**config.mk**
```make
export PLATFORM = sky130hd
export DESIGN_NAME = logit_4_hw
export DESIGN_NICKNAME = d
export VERILOG_FILES = /design/src/rtl/logit_4_hw.sv
export SDC_FILE = /design/constraint.sdc
export NUM_CORES = 1
export LEC_CHECK = 0
export ABC_CLOCK_PERIOD_IN_PS = 5650
export BUFFER_PORTS_ARGS = -buffer_cell sky130_fd_sc_hd__buf_4
export CAP_MARGIN = 20
export CORE_MARGIN = 2
export CORE_UTILIZATION = 30
export DETAILED_ROUTE_END_ITERATION = 6
export PLACE_DENSITY = 0.55
export SYNTH_ARGS = -nofsm -noshare
export SYNTH_HDL_FRONTEND = slang
export SYNTH_SLANG_ARGS = --single-unit
```
**constraint.sdc**
```tcl
create_clock -name clk -period 5.65 [get_ports clk]
set_input_delay 0.2825 -clock clk [delete_from_list [all_inputs] [get_ports clk]]
set_output_delay 0.2825 -clock clk [all_outputs]
set_load 0.02 [all_outputs]
```
**src/rtl/logit_4_hw.sv**
```systemverilog
// logit_4_hw: multi-cycle, 4-segment piecewise approximation of ln(y/(1-y)) for fp32 y.
// Define LOGIT_SAT_EN to saturate the +/-inf results to +/-8.0.
module logit_4_hw #(
  parameter int          K              = 4,
  parameter int          DWIDTH         = 32,
  parameter int          EXPONENT_WIDTH = 8,
  parameter logic [7:0]  BIAS           = 8'd127
) (
  input  logic              clk,
  input  logic              rst,
  input  logic              start,
  input  logic [DWIDTH-1:0] x_in,
  output logic              ready,
  output logic              valid,
  output logic [DWIDTH-1:0] y_out
);

  localparam int MW    = DWIDTH - EXPONENT_WIDTH - 1;
  localparam int SEG_W = $clog2(K);

  localparam logic [DWIDTH-1:0] NAN_CODE  = 32'h7FC0_0000;
  localparam logic [DWIDTH-1:0] HALF_CODE = 32'h3F00_0000;
  localparam logic [DWIDTH-1:0] ZERO_CODE = 32'h0000_0000;
`ifdef LOGIT_SAT_EN
  localparam logic [DWIDTH-1:0] POS_CODE  = 32'h4100_0000;
  localparam logic [DWIDTH-1:0] NEG_CODE  = 32'hC100_0000;
`else
  localparam logic [DWIDTH-1:0] POS_CODE  = 32'h7F80_0000;
  localparam logic [DWIDTH-1:0] NEG_CODE  = 32'hFF80_0000;
`endif

  typedef enum logic [2:0] {
    IDLE      = 3'd0,
    CLASSIFY  = 3'd1,
    SUB_ALIGN = 3'd2,
    SUB_NORM  = 3'd3,
    LOOKUP    = 3'd4,
    DONE      = 3'd5
  } state_t;

  state_t                  state_r;
  logic [DWIDTH-1:0]       op_r;
  logic                    sign_r;
  logic                    special_r;
  logic [MW:0]             diff_r;

  logic [EXPONENT_WIDTH-1:0] op_exp_s;
  logic [MW-1:0]             op_man_s;
  logic [MW-1:0]             norm_man_s;

  assign op_exp_s   = op_r[DWIDTH-2:MW];
  assign op_man_s   = op_r[MW-1:0];
  assign norm_man_s = MW'(diff_r << 1);

  // Segment index from the top 8 mantissa bits.
  function automatic logic [SEG_W-1:0] seg_of(input logic [7:0] m8);
    if (m8 < 8'd64)       seg_of = SEG_W'(0);
    else if (m8 < 8'd160) seg_of = SEG_W'(1);
    else if (m8 < 8'd232) seg_of = SEG_W'(2);
    else                  seg_of = SEG_W'(3);
  endfunction

  // Unsigned magnitude; exponent == BIAS only arises for d == 1.0.
  function automatic logic [DWIDTH-2:0] mag_of(input logic [EXPONENT_WIDTH-1:0] e,
                                               input logic [7:0] m8);
    if (e == BIAS) begin
      mag_of = 31'h4080_0000;
    end else begin
      case (seg_of(m8))
        SEG_W'(0): mag_of = 31'h3E80_0000;
        SEG_W'(1): mag_of = 31'h3F80_0000;
        SEG_W'(2): mag_of = 31'h4010_0000;
        default:   mag_of = 31'h4080_0000;
      endcase
    end
  endfunction

  // Control FSM with registered ready/valid/y_out and datapath registers.
  always_ff @(posedge clk) begin
    if (rst) begin
      state_r   <= IDLE;
      op_r      <= '0;
      sign_r    <= 1'b0;
      special_r <= 1'b0;
      diff_r    <= '0;
      ready     <= 1'b1;
      valid     <= 1'b0;
      y_out     <= ZERO_CODE;
    end else begin
      valid <= 1'b0;
      case (state_r)
        IDLE: begin
          if (start) begin
            op_r      <= x_in;
            special_r <= 1'b0;
            ready     <= 1'b0;
            state_r   <= CLASSIFY;
          end else begin
            ready     <= 1'b1;
          end
        end
        CLASSIFY: begin
          // Order matters: zero/subnormal wins over the sign test.
          if (op_exp_s == '0) begin
            op_r      <= NEG_CODE;
            special_r <= 1'b1;
            state_r   <= LOOKUP;
          end else if (op_r[DWIDTH-1] || (op_exp_s == '1 && op_man_s != '0)) begin
            op_r      <= NAN_CODE;
            special_r <= 1'b1;
            state_r   <= LOOKUP;
          end else if (op_exp_s >= BIAS) begin
            op_r      <= POS_CODE;
            special_r <= 1'b1;
            state_r   <= LOOKUP;
          end else if (op_r == HALF_CODE) begin
            op_r      <= ZERO_CODE;
            special_r <= 1'b1;
            state_r   <= LOOKUP;
          end else if (op_exp_s == BIAS - 8'd1) begin
            sign_r    <= 1'b0;
            state_r   <= LOOKUP;
          end else begin
            sign_r    <= 1'b1;
            state_r   <= SUB_ALIGN;
          end
        end
        SUB_ALIGN: begin
          diff_r  <= {1'b1, {MW{1'b0}}} - ({1'b1, op_man_s} >> (BIAS - op_exp_s));
          state_r <= SUB_NORM;
        end
        SUB_NORM: begin
          if (diff_r[MW]) begin
            op_r <= {1'b0, BIAS, {MW{1'b0}}};
          end else begin
            op_r <= {1'b0, BIAS - 8'd1, norm_man_s};
          end
          state_r <= LOOKUP;
        end
        LOOKUP: begin
          if (special_r) begin
            y_out <= op_r;
          end else begin
            y_out <= {sign_r, mag_of(op_exp_s, op_man_s[MW-1:MW-8])};
          end
          valid   <= 1'b1;
          state_r <= DONE;
        end
        DONE: begin
          ready   <= 1'b1;
          state_r <= IDLE;
        end
        default: begin
          ready   <= 1'b1;
          state_r <= IDLE;
        end
      endcase
    end
  end

endmodule

```
======== Word level (Yosys, flattened, before mapping) ========
Cells that the tools add are included.
cells by class
  $add $sub $neg .......................... 2
  order comparisons ....................... 4
  equality and inequality tests ........... 12
  shifts and indexed selects .............. 1
  mux-type cells .......................... 34
  bitwise operators ....................... 4
  reduce and logical (&&, ||, !) cells .... 12
operator list
  operator                                                                       number
  32-bit 2-to-1 mux                                                              6
  32-bit case mux with 3 select lines                                            1
  31-bit case mux with 3 select lines                                            1
  32-bit by 30-bit equality test with 1-bit output (second input constant)       1
  31-bit 2-to-1 mux                                                              1
  24-bit 2-to-1 mux                                                              1
  24-bit by 8-bit right shift with 24-bit output                                 1
  24-bit subtractor (first input constant)                                       1
  23-bit nonzero test                                                            1
  3-bit 2-to-1 mux                                                               6
  8-bit by 7-bit equality test with 1-bit output (second input constant)         2
  8-bit less-than comparator (second input constant)                             2
  3-bit case mux with 5 select lines                                             1
  2-bit 2-to-1 mux                                                               6
  1-bit 2-to-1 mux                                                               9
  8-bit equality test (second input constant)                                    1
  8-bit by 7-bit >= comparator with 1-bit output (second input constant)         1
  8-bit logical NOT                                                              1
  8-bit by 7-bit less-than comparator with 1-bit output (second input constant)  1
  7-bit by 8-bit subtractor with 8-bit output (first input constant)             1
  3-bit by 2-bit equality test with 1-bit output (second input constant)         2
  3-bit AND reduction                                                            2
  5-bit inequality test (second input constant)                                  1
  5-bit AND reduction                                                            1
  other kinds (14)                                                               18
word-level totals
  register bits after elaboration ......... 95
  input bits .............................. 35
  output and inout port bits .............. 34
  word-level logic and storage cells ...... 77

======== Depth between registers and ports, before layout ========
  depth in word-level cells ............... 12
  mapped depth ............................ 15
  mapped depth without buffers ............ 10

======== Worst setup path after synthesis ========
Ideal clock, no wire load.
  path type ............................... register to register
  start point ............................. register op_r[24]
  end point ............................... register diff_r[18]
  library setup time ...................... 0.117 ns
  arrival ................................. 2.917 ns
  required time ........................... 5.533 ns
  slack ................................... 2.616 ns
  stages on the path, launching flop included .. 12
  buffers on the path ..................... 1
  period minus slack after synthesis ...... 3.034 ns
  cell sequence ........................... dfxtp_1 > buf_4 > mux2_2 > and3_1 > o311ai_0 > o32a_1 > ha_1 > o2111ai_1 > nor3_2 > nand4_1 > or4_1 > and4b_1
between the ends
  word-level cells in the longest chain between the ends .. 3
RTL lines
  element                                         RTL line  source
  from (decl)                                     42        logic [DWIDTH-1:0] op_r;
  from (signal assigned)                          94        op_r <= x_in;
  from (signal assigned)                          134       op_r <= {1'b0, BIAS, {MW{1'b0}}};
  from (signal assigned)                          136       op_r <= {1'b0, BIAS - 8'd1, norm_man_s};
  7-bit by 8-bit subtractor with 8-bit output     129       diff_r <= {1'b1, {MW{1'b0}}} - ({1'b1, op_man_s} >> (BIAS - op_exp_s));
  24-bit by 8-bit right shift with 24-bit output  129
  24-bit subtractor                               129
  to (signal assigned)                            129
  to (decl)                                       45        logic [MW:0] diff_r;
Every way passes these cells.
A chain may end at the register's enable or synchronous reset.

======== Final worst setup path ========
Ends and elaborated chain as after synthesis.

==> run summary <==
PostCTS Resize Cnt -> 0
GP Congestion -> 0.943
Fmax -> 245 MHz
CP Launch Type -> flop
Antenna violations before repair -> 0
Vias in the first global route -> 5,127
Status -> finished clean
Die area -> 20,100 um2
Initial DRC count -> 481
Drt total wl -> 18,600 um
Share of cells above drive strength 1 -> 16.7%
Setup ws final -> 1.58 ns
Seq/Total Area, Yosys -> 33.1%
WHS Path Cells -> 2
Post-CTS Setup Inserts -> 0
Clk buf depth -> 2
Final ANT Viol Nets -> 0
Final setup fails -> 0
Worst ir drop on vdd -> 0.161 mV
GRT Util Overall -> 18.5%
Clock Skew -> 0.0110 ns
Final worst path period need -> 4.07 ns
Largest net degree at the start of global routing -> 51
Input/output buffers -> 68
Non-filler cells, final -> 947
Syn nets -> 719
Place WS -> 1.60 ns
Drt pass-1 iters -> 7
Pint -> 1.53 mW
Core area -> 18,600 um2
Yosys cell types -> 70
Drt drc -> 0
Worst hold path class -> primary input to flop
Row cnt -> 50
Die span in y -> 142 um
Worst-margin pin slew -> 1.00 ns
Yosys top cell by area -> dfxtp_1
Max-cap violations -> 0
Via/cell ratio -> 5.77
Clock transition at the registers of the reported paths -> 0.07 ns
Setup TNS Final -> 0 ns
Static Leak -> 2.34 nW
Avg WL per Cell -> 19.7 um
First-pass GRT wire length -> 29,300 um
Area grow syn2layout -> 15.3%
Synth Area per Inst -> 8.34 um2
Finished Core Util -> 35.2%
Post-layout nets -> 744
Later-pin clock latency in the skew report -> 0.36 ns
Ant diodes -> 0
DP HPWL -> 13,700 um
Combinational power share -> 39.7%
Relative slew slack -> 33.0%
Area of the mapped netlist -> 5690 um2
CP endpoint kind -> flop
CTS buffer count -> 9
GR Overflow Total -> 0
Total number of vias -> 5,461
Slew Limit Fails -> 0
Pwr dens -> 415 nW/um2
Hold buffer count at cts -> 0
Cells after synthesis -> 683
FF-to-FF path depth -> 10
Sw Pwr -> 1.20 mW
Final worst-path cycle share -> 72.1%
Area of the multi-input gates -> 3480 um2
IO Pins -> 69
Async S/R FF share, synth -> 0%
RSZ-0062 raised after global routing -> false
Switching Fraction -> 43.9%
EDFF count, synth -> 0
CTS root buf -> clkbuf_16
Clk network pwr share -> 21.7%
Critical path class -> flop to flop
Die X -> 142 um
Flops & latches, synth -> 94
Synth warnings -> 0
Filler cells -> 1,940
Final hold vios -> 0
Flop pwr share -> 38.6%
CP max FO -> 26
Worst Path Arrival -> 4.33 ns
Area contributors post-synth -> dfxtp_1, mux2i_1, a211oi_1
Initial Util -> 30.5%
Dpl cells -> 931
Most common flop cell mapped by yosys -> dfxtp_1
Htree depth -> 3
CTS tree -> yes
Reg area -> 1880 um2
Share of the synthesized area in the top cell type -> 33.1%
# clock sinks -> 94
CP required -> 5.90 ns
==> Yosys cell counts, types with 8 or more instances <==
| cell type | number |
|---|---|
| nand3b_1 | 11 |
| a211oi_1 | 46 |
| a31oi_1 | 9 |
| nand3_1 | 19 |
| a22oi_1 | 30 |
| nand4_1 | 9 |
| o22ai_1 | 14 |
| a21oi_1 | 19 |
| mux2i_1 | 39 |
| o221ai_1 | 14 |
| nor2b_1 | 8 |
| buf_2 | 10 |
| a22o_1 | 24 |
| nand2_1 | 42 |
| nor4_1 | 12 |
| nand2b_1 | 12 |
| clkbuf_1 | 45 |
| nor3_1 | 15 |
| o21ai_0 | 17 |
| buf_6 | 8 |
| nor2_1 | 85 |
| dfxtp_1 | 94 |
==> cells by family (layout without fill, tap and decap cells) <==
kind of cell | Yosys count | in the layout | synth area share [%]
AOI/OAI and AO/OA | 216 | 216 | 28.2
DFF | 94 | 94 | 33.1
buffers and inverters | 71 | 101 | 6.02
adders and majority gates | 1 | 1 | 0.220
and+or+nand+nor | 247 | 247 | 22.0
muxes | 48 | 48 | 9.63
xor gates and xnor gates | 6 | 6 | 0.923
==> stage by stage <==
step                      power (mW)  cell area, um2  hold WS [ns]
after floorplan                 1.82            5690         0.399
after detailed placement        2.13            6280         0.453
after global placement          2.14            6270         0.440
after global routing            2.89            6570         0.153
final                           2.73            6570         0.151
after CTS                       2.72            6570         0.143
==> cell usage in the layout (no fill, tap or decap), drive strengths merged, types with 3 or more instances in the layout <==
cell	count
nand2	42
o221ai	14
o211ai	6
xnor2	6
inv	6
nor2b	8
o31ai	3
or2	4
nand3	20
o22ai	15
a31oi	9
nor4	12
dfxtp	94
nor3b	3
mux2	4
nand4b	3
a22o	24
nand4	9
o21ai	18
o21a	3
clkbuf	11
mux2i	40
mux4	4
nand3b	11
a211oi	46
a22oi	30
a311oi	3
a21oi	19
nor3	16
and2	4
or3b	3
nand2b	12
buf	80
o211a	5
nor2	85
o2111ai	3
and3	6
o311ai	3
or4	3
==> worst paths after layout <==
path,from,end,slack [ns]
setup / recovery,op_r[24]$_SDFFE_PP0P_,diff_r[18]$_SDFFE_PP0P_,1.58
hold / removal,start,special_r$_SDFFE_PP0P_,0.15
hold reg to reg,y_out[30]$_SDFFE_PP0P_,y_out[30]$_SDFFE_PP0P_,0.46
setup reg to reg,op_r[24]$_SDFFE_PP0P_,diff_r[18]$_SDFFE_PP0P_,1.58
==> routing by layer <==
| layer | global-route usage (%) | vias up | share of wire (%) |
|---|---|---|---|
| li1 | - | 2668 | - |
| met1 | 26.6 | 2596 | 48 |
| met2 | 28.1 | 177 | 45 |
| met3 | 3.51 | 20 | 6.1 |
| met4 | 5.42 | 0 | 1.5 |
| met5 | 0 | - | 0 |
==> cell type report <==
type,instances,area share (%)
multi-input combinational,518,53.0
sequential,94,28.7
timing repair buffer,80,9.21
tap,234,4.46
clock buffer,11,3.70
clock inverter,5,0.667
inverter,5,0.286
==> worst max-delay path, stage by stage (launching register included) <==
cell       delay, ns
dfxtp_1         0.98
mux2_2          0.42
a221oi_1        0.33
or2_2           0.21
o32a_1          0.19
ha_1            0.19
o2111ai_1       0.16
nor3_2          0.33
nand4_1         0.36
or4_1           0.57
and4b_1         0.21
==> power by group through the flow <==
stage / Sequential, mW / Combinational, mW / Clock [mW]
floorplan: 0.888 / 0.931 / 0
global placement: 1.07 / 1.08 / 0
detailed placement: 1.06 / 1.07 / 0
CTS: 1.05 / 1.07 / 0.601
global route: 1.07 / 1.19 / 0.628
finish: 1.05 / 1.08 / 0.592
==> flip-flops by register name (all words and copies together) (netlist names) <==
| signal | cells |
|---|---|
| y_out | 32 |
| sign_r | 1 |
| valid | 1 |
| op_r | 32 |
| state_r | 3 |
| special_r | 1 |
| ready | 1 |
| diff_r | 23 |
No activity file was read; power rests on OpenSTA's default activity.
